===== src/rtl/barker_pkg.sv =====
// Shared definitions for the 11-bit Barker transmitter and correlator.
// Holds the sequence length, the sequence itself, the transmitter state
// encoding, the command word layout and a helper that returns one frame bit.
package barker_pkg;

    localparam int          BARKER_LEN = 11;
    localparam logic [10:0] BARKER11   = 11'b11100010010;

    // Index of the first (most significant) bit sent in a frame.
    localparam logic [3:0]  IDX_MSB    = 4'(BARKER_LEN - 1);

    typedef enum logic [1:0] {
        ST_IDLE = 2'd0,
        ST_SEND = 2'd1,
        ST_GAP  = 2'd2,
        ST_DONE = 2'd3
    } state_e;

    // Command word as carried on cmd_tdata: [18:8] mask, [7:0] frame count.
    typedef struct packed {
        logic [10:0] mask;
        logic [7:0]  count;
    } cmd_t;

    // One transmitted bit: Barker bit at idx, optionally corrupted by mask.
    function automatic logic frame_bit(input logic [3:0] idx, input logic [10:0] mask);
        frame_bit = BARKER11[idx] ^ mask[idx];
    endfunction

endpackage


===== src/rtl/barker_frame_tx_if.sv =====
// Bus bundle for barker_frame_tx.
//   cmd_tdata/cmd_tvalid/cmd_tready : command stream (count + mask)
//   m_tdata/m_tvalid/m_tlast/m_tready : 1-bit serial frame stream
//   o_busy/o_done                   : status
// Modport master is the transmitter side; slave is the environment side.
interface barker_frame_tx_if;

    logic [18:0] cmd_tdata;
    logic        cmd_tvalid;
    logic        cmd_tready;
    logic        m_tdata;
    logic        m_tvalid;
    logic        m_tlast;
    logic        m_tready;
    logic        o_busy;
    logic        o_done;

    modport master (
        input  cmd_tdata,
        input  cmd_tvalid,
        output cmd_tready,
        output m_tdata,
        output m_tvalid,
        output m_tlast,
        input  m_tready,
        output o_busy,
        output o_done
    );

    modport slave (
        output cmd_tdata,
        output cmd_tvalid,
        input  cmd_tready,
        input  m_tdata,
        input  m_tvalid,
        input  m_tlast,
        output m_tready,
        input  o_busy,
        input  o_done
    );

endinterface


===== src/rtl/barker_frame_tx.sv =====
// Barker frame transmitter.
// Accepts a command (frame count N, XOR mask M) and serialises N copies of
// the 11-bit Barker sequence, MSB first, on a 1-bit stream with tlast on
// each frame's final bit. GAP_CYCLES idle cycles follow every frame except
// the last. o_done pulses once the last frame has been fully accepted.
// Ports:
//   i_clk   : clock, rising edge
//   i_rst_n : synchronous active-low reset
//   bus     : barker_frame_tx_if.master (command, stream and status signals)
module barker_frame_tx
    import barker_pkg::*;
#(
    parameter int unsigned GAP_CYCLES = 0
) (
    input  logic              i_clk,
    input  logic              i_rst_n,
    barker_frame_tx_if.master bus
);

    localparam logic [7:0] GAP_W = GAP_CYCLES[7:0];

    state_e      state_r,  state_s;
    logic [3:0]  idx_r,    idx_s;
    logic [8:0]  frames_r, frames_s;
    logic [7:0]  gap_r,    gap_s;
    logic [10:0] mask_r,   mask_s;

    logic        cmd_tready_r, cmd_tready_s;
    logic        m_tdata_r,    m_tdata_s;
    logic        m_tvalid_r,   m_tvalid_s;
    logic        m_tlast_r,    m_tlast_s;
    logic        busy_r,       busy_s;
    logic        done_r,       done_s;

    cmd_t        cmd_s;
    logic        beat_s;
    logic [8:0]  frames_left_s;

    // Next-state logic; outputs are derived from the next state so that the
    // registered outputs always describe the state being entered.
    always_comb begin
        state_s       = state_r;
        idx_s         = idx_r;
        frames_s      = frames_r;
        gap_s         = gap_r;
        mask_s        = mask_r;
        cmd_s         = cmd_t'(bus.cmd_tdata);
        beat_s        = m_tvalid_r && bus.m_tready;
        frames_left_s = frames_r - 9'd1;

        case (state_r)
            ST_IDLE: begin
                // cmd_tready_r gates acceptance, so nothing is taken in the
                // first cycle after reset, before cmd_tready is visible.
                if (bus.cmd_tvalid && cmd_tready_r) begin
                    mask_s   = cmd_s.mask;
                    frames_s = {1'b0, cmd_s.count};
                    idx_s    = IDX_MSB;
                    if (cmd_s.count == 8'd0) begin
                        state_s = ST_DONE;
                    end else begin
                        state_s = ST_SEND;
                    end
                end else begin
                    state_s = ST_IDLE;
                end
            end
            ST_SEND: begin
                if (beat_s) begin
                    if (idx_r != 4'd0) begin
                        idx_s = idx_r - 4'd1;
                    end else begin
                        frames_s = frames_left_s;
                        if (frames_left_s == 9'd0) begin
                            state_s = ST_DONE;
                        end else if (GAP_W != 8'd0) begin
                            state_s = ST_GAP;
                            gap_s   = GAP_W - 8'd1;
                        end else begin
                            idx_s = IDX_MSB;
                        end
                    end
                end else begin
                    state_s = ST_SEND;
                end
            end
            ST_GAP: begin
                if (gap_r == 8'd0) begin
                    state_s = ST_SEND;
                    idx_s   = IDX_MSB;
                end else begin
                    gap_s = gap_r - 8'd1;
                end
            end
            ST_DONE: begin
                state_s = ST_IDLE;
            end
            default: begin
                state_s = ST_IDLE;
            end
        endcase

        cmd_tready_s = (state_s == ST_IDLE);
        busy_s       = (state_s != ST_IDLE);
        done_s       = (state_s == ST_DONE);
        m_tvalid_s   = (state_s == ST_SEND);
        if (state_s == ST_SEND) begin
            m_tdata_s = frame_bit(idx_s, mask_s);
            m_tlast_s = (idx_s == 4'd0);
        end else begin
            m_tdata_s = 1'b0;
            m_tlast_s = 1'b0;
        end
    end

    // State, counters and registered outputs; reset aborts any frame at once.
    always_ff @(posedge i_clk) begin
        if (!i_rst_n) begin
            state_r      <= ST_IDLE;
            idx_r        <= 4'd0;
            frames_r     <= 9'd0;
            gap_r        <= 8'd0;
            mask_r       <= 11'd0;
            cmd_tready_r <= 1'b0;
            m_tdata_r    <= 1'b0;
            m_tvalid_r   <= 1'b0;
            m_tlast_r    <= 1'b0;
            busy_r       <= 1'b0;
            done_r       <= 1'b0;
        end else begin
            state_r      <= state_s;
            idx_r        <= idx_s;
            frames_r     <= frames_s;
            gap_r        <= gap_s;
            mask_r       <= mask_s;
            cmd_tready_r <= cmd_tready_s;
            m_tdata_r    <= m_tdata_s;
            m_tvalid_r   <= m_tvalid_s;
            m_tlast_r    <= m_tlast_s;
            busy_r       <= busy_s;
            done_r       <= done_s;
        end
    end

    assign bus.cmd_tready = cmd_tready_r;
    assign bus.m_tdata    = m_tdata_r;
    assign bus.m_tvalid   = m_tvalid_r;
    assign bus.m_tlast    = m_tlast_r;
    assign bus.o_busy     = busy_r;
    assign bus.o_done     = done_r;

endmodule


===== src/flat_wrapper.sv =====
// flat-port wrapper written by rule: the top's interface ports become plain ports
module barker_frame_tx_flat import barker_pkg::*;
#(
    parameter int unsigned GAP_CYCLES = 0
)
  (i_clk, i_rst_n, bus_cmd_tdata, bus_cmd_tvalid, bus_cmd_tready, bus_m_tdata, bus_m_tvalid, bus_m_tlast, bus_m_tready, bus_o_busy, bus_o_done);
  barker_frame_tx_if bus_i ();
  input  logic i_clk;
  input  logic i_rst_n;
  input wire logic [$bits(bus_i.cmd_tdata)-1:0] bus_cmd_tdata;
  input wire logic [$bits(bus_i.cmd_tvalid)-1:0] bus_cmd_tvalid;
  output wire logic [$bits(bus_i.cmd_tready)-1:0] bus_cmd_tready;
  output wire logic [$bits(bus_i.m_tdata)-1:0] bus_m_tdata;
  output wire logic [$bits(bus_i.m_tvalid)-1:0] bus_m_tvalid;
  output wire logic [$bits(bus_i.m_tlast)-1:0] bus_m_tlast;
  input wire logic [$bits(bus_i.m_tready)-1:0] bus_m_tready;
  output wire logic [$bits(bus_i.o_busy)-1:0] bus_o_busy;
  output wire logic [$bits(bus_i.o_done)-1:0] bus_o_done;
  assign bus_i.cmd_tdata = bus_cmd_tdata;
  assign bus_i.cmd_tvalid = bus_cmd_tvalid;
  assign bus_cmd_tready = bus_i.cmd_tready;
  assign bus_m_tdata = bus_i.m_tdata;
  assign bus_m_tvalid = bus_i.m_tvalid;
  assign bus_m_tlast = bus_i.m_tlast;
  assign bus_i.m_tready = bus_m_tready;
  assign bus_o_busy = bus_i.o_busy;
  assign bus_o_done = bus_i.o_done;
  barker_frame_tx #(.GAP_CYCLES(GAP_CYCLES)) u_core (.i_clk(i_clk), .i_rst_n(i_rst_n), .bus(bus_i));
endmodule

===== config.mk =====
export PLATFORM = sky130hd
export DESIGN_NAME = barker_frame_tx_flat
export DESIGN_NICKNAME = d
export VERILOG_FILES = /design/src/rtl/barker_pkg.sv /design/src/rtl/barker_frame_tx_if.sv /design/src/rtl/barker_frame_tx.sv /design/src/flat_wrapper.sv
export SDC_FILE = /design/constraint.sdc
export NUM_CORES = 1
export LEC_CHECK = 0
export CELL_PAD_IN_SITES_DETAIL_PLACEMENT = 1
export CELL_PAD_IN_SITES_GLOBAL_PLACEMENT = 2
export CORE_UTILIZATION = 35
export DETAILED_ROUTE_END_ITERATION = 10
export PLACE_DENSITY = 0.85
export SLEW_MARGIN = 20
export SYNTH_ARGS = -nofsm -noshare
export SYNTH_HDL_FRONTEND = slang
export SYNTH_SLANG_ARGS = --single-unit
export TNS_END_PERCENT = 100

===== constraint.sdc =====
create_clock -name i_clk -period 4.42 [get_ports i_clk]
set_input_delay 0.442 -clock i_clk [delete_from_list [all_inputs] [get_ports i_clk]]
set_output_delay 0.442 -clock i_clk [all_outputs]
set_load 0.1 [all_outputs]

==> run_results.csv, run 1 <==
group,metric,value,unit
floorplanning,dieHeight,81.6,um
setup_path,cp_max_fo,10,
clocking,cts_buffers,5,
grt,grt_pass1_wl,9640,um
floorplanning,num_io_pins,29,
grt,grt_usage,0.191,
timing,fmax,357,MHz
layout,syn_to_final_growth,18.5,%
floorplanning,die_area,6650,um2
setup_path,max_stage_delay,0.51,ns
worst_hold_path,worstHoldPathType,"reg2reg",
setup_path,cp_slowest_cell,"dfxtp_1",
power,p_per_area,322,nW/um2
logic_synthesis,yosysWarnings,0,
setup_path,path_buf_inv,1,
layout,nFillCells,773,
layout,n_antenna_cell,0,
layout,final_cell_count_no_fill,370,
timing,finalSetupTns,0,ns
detailed_routing,viasPerCell,5.32,
timing,worst_pin_slew,1.02,ns
logic_synthesis,syn_area_per_cell,8.24,um2
clocking,clk_pin_slew_worst_paths,0.08,ns
logic_synthesis,syn_inst,269,
detailed_routing,ant_nets,0,
timing,fin_crit,2.80,ns
grt,antenna_found_initial,0,
floorplanning,start_util,0.368,
setup_path,crit_path_start_kind,"flip-flop",
clocking,clockBufferDepth,2,
placement,gp_congestion,0.794,
clocking,postCtsSetupBuffers,0,
detailed_routing,wl_per_cell,15.3,um
timing,rsz0062_at_grt,"false",
detailed_routing,drc,0,
detailed_routing,drt_iter0_drc,98,
layout,seqCellArea,801,um2
logic_synthesis,yosys-top-cells-area,"dfxtp_1 (36%), nand2_1 (6.3%), nor2_1 (6.3%), a21oi_1 (4.5%), mux2i_1 (3.6%)",
detailed_routing,wirelength,5680,um
setup_path,worst_path_dominant_cell_family,"compound AO/OA/AOI/OAI gates",
placement,dp_hpwl,4090,um
clocking,hold_buffers,0,
logic_synthesis,yosys.area.top_type,"dfxtp_1",
layout,drive_gt1_frac,0.105,
clocking,cts.sinks,40,
setup_path,required,4.61,ns
grt,grt_max_degree,31,
logic_synthesis,synth_cell_types,60,
placement,portBuffers,28,
setup_path,cp.arrival,2.99,ns
timing,finClkSkew,0.00267,ns
layout,multiInputGateArea,1320,um2
logic_synthesis,synthFlopType,"dfxtp_1",
run,drv_cap,0,
setup_path,endpoint_kind,"flip-flop",
floorplanning,row_count,28,
logic_synthesis,yosysTopAreaCellShare,0.361,
clocking,post_cts_resized,0,
logic_synthesis,netlist_area,2220,um2
timing,finalHoldViolations,0,
power,leakage,0.000961,uW
logic_synthesis,ys_async_sr_fraction,0,
outcome,status,"finished, final reports clean",
power,total_power,847,uW
timing,setup_ws,1.62,ns
clocking,h-tree-depth,2,
timing,setup_violations,0,
timing,slew_viol_final,0,
logic_synthesis,synthesis.nets,296,
grt,grt_pass1_vias,1996,
placement,dp.cells,362,
timing,relSlewSlack,0.320,
timing,timing.final.crit_share,0.633,
setup_path,path_class,"reg2reg",
clocking,clk_latency,0.30,ns
floorplanning,die_w,81.6,um
setup_path,cp_cell_sequence,"inv_1 > ha_1 > o41ai_1 > nand4_1 > nor4_1 > o22a_2 > mux2_1 > mux2i_1 > o22ai_2",
floorplanning,coreArea,6030,um2
detailed_routing,firstDrtPassIters,4,
placement,pre_cts_ws,1.61,ns
logic_synthesis,yosysSeqAreaShare,0.361,
clocking,cts_tree,"done",
logic_synthesis,synth-seq-cells,40,
layout,nNetsFinal,321,
power,vdd_drop_max,0.184,mV
detailed_routing,routed-via-count,1968,
grt,grt_overflow,0,
clocking,root_buffer,"clkbuf_8",
logic_synthesis,synth_enable_flop_cells,0,
## layout by cell type (no fill, tap or decap), types with 2 or more instances in the layout
master / netlist / routed
o41ai_1: 2 / 2
inv_1: 9 / 9
or2_2: 2 / 2
mux2i_1: 8 / 8
o21ai_2: 3 / 3
xor2_1: 3 / 3
xnor2_1: 6 / 6
nand4_1: 4 / 4
a21oi_2: 2 / 2
nor3b_1: 2 / 2
dfxtp_1: 40 / 40
a211oi_1: 5 / 5
a22oi_1: 3 / 3
and3b_1: 2 / 2
nand2_1: 37 / 37
o31ai_1: 2 / 2
clkdlybuf4s50_1: 0 / 28
clkbuf_8: 0 / 6
a21oi_1: 20 / 20
nand3b_1: 4 / 4
nor4_1: 4 / 4
nand3_1: 6 / 6
nor3_1: 7 / 7
nand2b_1: 2 / 2
ha_1: 4 / 4
nor2_1: 37 / 37
o21ai_0: 11 / 11
a31oi_1: 3 / 3
## area by class of cell
| class | instances | area share |
|---|---|---|
| sequential | 40 | 0.305 |
| multi-input combinational | 209 | 0.501 |
| timing repair buffer | 29 | 0.110 |
| clock inverter | 1 | 0.00286 |
| inverter | 9 | 0.0129 |
| clock buffer | 7 | 0.0329 |
| tap | 75 | 0.0357 |
## cell usage after synthesis, drive strengths merged, types with 2 or more instances
library cell / count
or2: 2
clkbuf: 5
mux2i: 8
inv: 9
nand3b: 4
dfxtp: 40
o31ai: 3
a211oi: 5
nor3b: 3
nor3: 9
xor2: 3
buf: 6
nor4: 5
a31oi: 3
o41ai: 2
and3b: 2
nor2: 38
nand3: 7
and2: 2
ha: 4
o21ai: 14
nand2b: 2
mux2: 2
nand2: 37
nand4: 4
a21oi: 23
xnor2: 7
a22oi: 3
## logic make-up (layout without fill, tap and decap cells)
group / count (synthesis) / after routing / share of synthesized area
flip-flops: 40 / 40 / 0.361
AND/OR/NAND/NOR: 124 / 124 / 0.292
XOR/XNOR: 10 / 10 / 0.0429
adder cells (fa/ha/maj): 4 / 4 / 0.0226
multiplexers: 10 / 10 / 0.0463
AO/OA/AOI/OAI: 61 / 61 / 0.190
buffers and inverters: 20 / 46 / 0.0452
## path summary, 6_finish.rpt
kind                            depth (start not counted)                from  slack (ns)                 end
worst max-delay path                                    9  u_core.frames_r[0]        1.62  u_core.bus.m_tdata
worst min-delay path                                    2    u_core.mask_r[1]        0.46    u_core.mask_r[1]
worst max register to register                          9  u_core.frames_r[0]        1.62  u_core.bus.m_tdata
worst min register to register                          2    u_core.mask_r[1]        0.46    u_core.mask_r[1]
## stage by stage
stage	area (um2)	hold WS, ns	util
3_3_place_gp	2530	0.442	0.420
2_1_floorplan	2220	0.432	-
4_1_cts	2630	0.455	0.436
6_report	2630	0.458	0.436
3_5_place_dp	2530	0.444	0.420
5_1_grt	2630	0.474	0.436
## sequential cells by signal (all words and copies together) (netlist names)
register and flops:
u_core.bus.cmd_tready 1, u_core.bus.m_tdata 1, u_core.bus.m_tlast 1, u_core.bus.m_tvalid 1, u_core.bus.o_busy 1, u_core.bus.o_done 1
u_core.frames_r 9, u_core.gap_r 8, u_core.idx_r 4, u_core.mask_r 11, u_core.state_r 2
## power breakdown
group	switching, uW	total, uW	internal, uW
registers	19.6	396	376
clock network	136	263	127
logic	114	188	73.8
total	269	847	577
## tightest hold or removal path, cell delays in order, from the launching register on
cell and delay (ns):
dfxtp_1 0.31, nand2_1 0.05, a21oi_1 0.05
## per-layer routing
layer | up-vias | global-route usage | routed length, um
li1 | 995 | - | -
met2 | 28 | 0.306 | 2560
met5 | - | 0 | 0
met4 | 0 | 0.0614 | 116
met3 | 9 | 0.0389 | 143
met1 | 936 | 0.255 | 2860
(Power assumes the default switching activity.)
==> inputs of run 2 (changes only) <==
CORE_UTILIZATION = 33   (was 35)
PLACE_DENSITY = 0.81   (was 0.85)
clock period = 2.8 ns   (was 4.42 ns; I/O delays follow)
==> run 2 against run 1 <==
Compared with the run above: the flow now finishes with violations (DRC); utilization shrank 2.0 points; wire length grew 1.8%; critical endpoint unchanged; combinational power grew 64%; die area grew 5.9%; sequential power grew 58%.
==> run_results.csv, run 2 (same netlist as run 1, synthesis figures left out) <==
group,metric,value,unit
floorplanning,start_util,0.345,
clocking,cts.sinks,40,
floorplanning,dieHeight,83.9,um
floorplanning,die_w,83.9,um
setup_path,required,2.98,ns
detailed_routing,wirelength,5780,um
grt,grt_usage,0.174,
timing,finalSetupTns,0,ns
layout,largest_register_ffs,11,
layout,layout_common_cells,"dfxtp_1 (39), nor2_1 (37), nand2_1 (37)",
timing,fmax,398,MHz
timing,setup_violations,0,
layout,drive_gt1_frac,0.156,
setup_path,path_class,"reg2reg",
detailed_routing,ant_nets,0,
power,p_per_area,487,nW/um2
run,drv_cap,0,
grt,grt_pass1_vias,1964,
detailed_routing,firstDrtPassIters,7,
floorplanning,coreArea,6420,um2
timing,timing.final.crit_share,0.898,
clocking,cts_tree,"done",
timing,slew_viol_final,0,
floorplanning,num_io_pins,29,
timing,relSlewSlack,0.527,
setup_path,crit_path_start_kind,"flip-flop",
setup_path,cp.arrival,2.69,ns
timing,hold_ws,0.457,ns
placement,gp_congestion,0.763,
detailed_routing,viasPerCell,5.31,
clocking,clk_latency,0.29,ns
clocking,hold_buffers,0,
grt,grt_overflow,0,
detailed_routing,drc,2,
timing,rsz0062_at_grt,"false",
placement,dp_hpwl,4350,um
clocking,cts_buffers,5,
layout,n_antenna_cell,0,
floorplanning,row_count,29,
detailed_routing,wl_per_cell,15.3,um
layout,nFillCells,775,
detailed_routing,routed-via-count,2013,
clocking,clk_pin_slew_worst_paths,0.08,ns
grt,grt_pass1_wl,9730,um
clocking,h-tree-depth,2,
layout,layout_commonest_cell,"dfxtp_1",
clocking,postCtsSetupBuffers,0,
placement,dp.cells,372,
detailed_routing,drt_iter0_drc,84,
grt,grt_max_degree,31,
layout,top_register,"u_core.mask_r",
timing,finalHoldViolations,0,
layout,syn_to_final_growth,20.4,%
layout,final_cell_count_no_fill,379,
floorplanning,die_area,7050,um2
layout,reg_top3,"u_core.mask_r x11, u_core.frames_r x9, u_core.gap_r x8",
timing,fin_crit,2.52,ns
outcome,violations,"DRC",
clocking,clockBufferDepth,2,
grt,antenna_found_initial,0,
power,vdd_drop_max,0.228,mV
power,leakage,0.00101,uW
timing,finClkSkew,0.00972,ns
timing,worst_pin_slew,0.709,ns
setup_path,endpoint_kind,"flip-flop",
worst_hold_path,worstHoldPathType,"reg2reg",
placement,portBuffers,28,
layout,nNetsFinal,329,
outcome,status,"finished with violations",
setup_path,cp_max_fo,7,
clocking,post_cts_resized,0,
clocking,root_buffer,"clkbuf_8",
[run 2: path summary, 6_finish.rpt]
check | from | endpoint | slack (ns) | cells past startpoint
worst min-delay path | u_core.mask_r[0] | u_core.mask_r[0] | 0.46 | 2
worst max register to register | u_core.frames_r[1] | u_core.bus.m_tdata | 0.28 | 10
worst max-delay path | u_core.frames_r[1] | u_core.bus.m_tdata | 0.28 | 10
worst min register to register | u_core.mask_r[0] | u_core.mask_r[0] | 0.46 | 2
[run 2: critical path, cell delays in order, from the launching register on]
cell and delay, ns:
dfxtp_1 0.37, inv_1 0.13, ha_2 0.26, nor3b_2 0.28, xnor2_1 0.15, nand4_1 0.14
nor4_1 0.23, o22a_2 0.25, mux2_1 0.34, mux2i_1 0.17, o22ai_2 0.09
[run 2: where the power goes]
| part | total [uW] | switching, uW | internal, uW |
|---|---|---|---|
| registers | 626 | 31.3 | 594 |
| logic | 308 | 182 | 126 |
| clock network | 366 | 196 | 170 |
[run 2: area by class of cell]
cell class	instances	area [um2]	share of cell area
Multi-Input combinational cell	209	1330	0.497
Sequential cell	40	802	0.301
Tap cell	77	96.3	0.0361
Inverter	9	33.8	0.0127
Timing Repair Buffer	37	333	0.125
Clock inverter	1	5.00	0.00188
Clock buffer	6	72.6	0.0272
[run 2: metrics by stage]
step / area, um2 / setup slack, ns / power (uW) / utilization
floorplan: 2220 / 0.238 / 845 / -
global placement: 2580 / 0.257 / 942 / 0.402
detailed placement: 2580 / 0.186 / 945 / 0.402
CTS: 2660 / 0.182 / 1320 / 0.414
global route: 2670 / 0.0390 / 1380 / 0.415
finish: 2670 / 0.285 / 1300 / 0.415
[run 2: per-layer routing]
layer  wire [um]  global-route usage  vias to the layer above
li1            -                   -                     1012
met1        2930               0.234                      967
met2        2630               0.288                       29
met3         171              0.0277                        5
met4          49              0.0423                        0
met5           0                   0                        -
==> inputs of run 3 (changes only) <==
CORE_MARGIN = 2   (was default)
==> run 3 against run 2 <==
Compared with the run above: the flow now finishes without violations; wire length is 1.3% higher; utilization grew 0.72 points; via count increased by 1.4%; clock power rose by 43%; final cell count grew 0.26%; global-route usage is 0.25 points lower; clock skew is 0.0014 ns lower; setup slack worse by 0.069 ns; first-iteration DRC count rose by 17%; clock-buffer cell count is 1 higher; worst hold slack better by 0.0012 ns; sequential power about the same; critical path type unchanged.
==> run_results.csv, run 3 (same netlist as run 1, synthesis figures left out) <==
group,metric,value,unit
outcome,status,"finished, final reports clean",
worst_hold_path,hold_end,"u_core.mask_r[0]",
placement,gp_congestion,0.823,
layout,seqCellArea,803,um2
clocking,cts_tree,"done",
layout,reg_top3,"u_core.mask_r x11, u_core.frames_r x9, u_core.gap_r x8",
layout,nNetsFinal,329,
layout,largest_register_ffs,11,
clocking,clockBufferDepth,2,
clocking,cts_buffers,5,
worst_hold_path,min_path_cells,2,
floorplanning,dieHeight,85.9,um
clocking,h-tree-depth,2,
clocking,postCtsSetupBuffers,0,
setup_path,cp_cell_sequence,"inv_1 > ha_1 > o41ai_1 > nand4_1 > nor4_1 > o22a_2 > mux2_1 > mux2i_1 > o22ai_2",
layout,layout_commonest_cell,"dfxtp_1",
power,vdd_drop_max,0.179,mV
timing,relSlewSlack,0.552,
setup_path,path_class,"reg2reg",
grt,grt_pass1_vias,2014,
grt,grt_pass1_wl,10100,um
setup_path,cp_slowest_cell,"dfxtp_2",
setup_path,max_stage_delay,0.43,ns
detailed_routing,firstDrtPassIters,4,
power,leakage,0.00103,uW
setup_path,r2r_start,"u_core.frames_r[0]",
clocking,clk_latency,0.29,ns
floorplanning,start_util,0.345,
clocking,cts.sinks,40,
detailed_routing,ant_nets,0,
detailed_routing,viasPerCell,5.37,
setup_path,endpoint_kind,"flip-flop",
detailed_routing,drt_iter0_drc,98,
timing,setup_violations,0,
grt,antenna_found_initial,0,
setup_path,worst-r2r-cell-count,9,
power,power_switching,425,uW
timing,rsz0062_at_grt,"false",
layout,final_cell_count_no_fill,380,
placement,portBuffers,28,
floorplanning,row_count,29,
clocking,root_buffer,"clkbuf_8",
power,clockPowerShare,0.359,
grt,grt_max_degree,31,
timing,fin_crit,2.58,ns
worst_hold_path,hp-start,"u_core.mask_r[0]",
timing,finalHoldViolations,0,
setup_path,cp_max_fo,10,
grt,grt_overflow,0,
setup_path,path_buf_inv,1,
placement,dp.cells,372,
layout,nFillCells,792,
power,power_frac_comb,0.212,
power,p_seq_frac,0.428,
timing,finClkSkew,0.00835,ns
timing,worst_pin_slew,0.672,ns
setup_path,worst_path_dominant_cell_family,"compound AO/OA/AOI/OAI gates",
floorplanning,die_area,7390,um2
placement,dp_hpwl,4390,um
layout,multiInputGateArea,1320,um2
power,p_per_area,538,nW/um2
detailed_routing,wirelength,5850,um
layout,drive_gt1_frac,0.158,
timing,fmax,387,MHz
timing,timing.final.crit_share,0.923,
setup_path,cp.arrival,2.76,ns
setup_path,reg2reg_to,"u_core.bus.m_tdata",
clocking,clk_pin_slew_worst_paths,0.09,ns
floorplanning,num_io_pins,29,
floorplanning,die_w,85.9,um
layout,n_antenna_cell,0,
setup_path,cp.depth,9,
power,p_int,1040,uW
worst_hold_path,worstHoldPathType,"reg2reg",
floorplanning,coreArea,6420,um2
setup_path,rrSetupSlack,0.22,ns
detailed_routing,drc,0,
timing,finalSetupTns,0,ns
run,drv_cap,0,
setup_path,required,2.98,ns
grt,grt_usage,0.171,
layout,top_register,"u_core.mask_r",
detailed_routing,routed-via-count,2041,
layout,layout_common_cells,"dfxtp_1 (38), nor2_1 (37), nand2_1 (37)",
detailed_routing,wl_per_cell,15.4,um
setup_path,crit_path_start_kind,"flip-flop",
timing,slew_viol_final,0,
power,swShare,0.291,
layout,syn_to_final_growth,22.5,%
-- run 3: final cells by class --
class                           count  area share
Clock buffer                        7      0.0355
Multi-Input combinational cell    209       0.487
Inverter                            9      0.0124
Sequential cell                    40       0.296
Clock inverter                      1      0.0111
Timing Repair Buffer               37       0.123
Tap cell                           77      0.0355
-- run 3: worst max-delay path by stage --
stage	start	end
after CTS	u_core.frames_r[0]	u_core.bus.m_tdata
after floorplan	u_core.bus.m_tvalid	u_core.bus.m_tdata
after detailed placement	u_core.frames_r[0]	u_core.bus.m_tdata
after global placement	u_core.frames_r[0]	u_core.bus.m_tdata
after global routing	u_core.frames_r[1]	u_core.bus.m_tdata
final	u_core.frames_r[0]	u_core.bus.m_tdata
-- run 3: through the flow --
step / instance area (um2) / utilization / total power (uW) / setup slack (ns) / hold slack (ns)
2_1_floorplan: 2220 / - / 845 / 0.238 / 0.394
3_3_place_gp: 2580 / 0.402 / 943 / 0.264 / 0.442
3_5_place_dp: 2580 / 0.402 / 947 / 0.132 / 0.450
4_1_cts: 2710 / 0.421 / 1470 / 0.121 / 0.462
5_1_grt: 2710 / 0.423 / 1530 / 0.0531 / 0.487
6_report: 2710 / 0.423 / 1460 / 0.216 / 0.458
-- run 3: timing repair --
action / in CTS / in global routing
endpoints found under the setup margin: 0 / 1
resized for setup: 0 / 3
endpoints found under the hold margin: 0 / 0
hold buffers: 0 / 0
-- run 3: worst reg2reg max path, cell delays in order (launching register included) --
cell and delay, ns:
dfxtp_2 0.43, inv_1 0.06, ha_1 0.27, o41ai_1 0.39
nand4_1 0.19, nor4_1 0.24, o22a_2 0.26, mux2_1 0.35
mux2i_1 0.18, o22ai_2 0.09
-- run 3: metal layers --
metal | global-route usage | wire length (um)
met5 | 0 | 0
met4 | 0.0505 | 89
met3 | 0.0289 | 177
met2 | 0.265 | 2650
met1 | 0.243 | 2930
-- run 3: power groups by stage --
| stage | clock [uW] | combinational (uW) | sequential [uW] |
|---|---|---|---|
| 6_report | 525 | 310 | 626 |
| 4_1_cts | 540 | 310 | 624 |
| 3_5_place_dp | 0 | 309 | 638 |
| 3_3_place_gp | 0 | 306 | 637 |
| 5_1_grt | 559 | 342 | 630 |
| 2_1_floorplan | 0 | 178 | 667 |
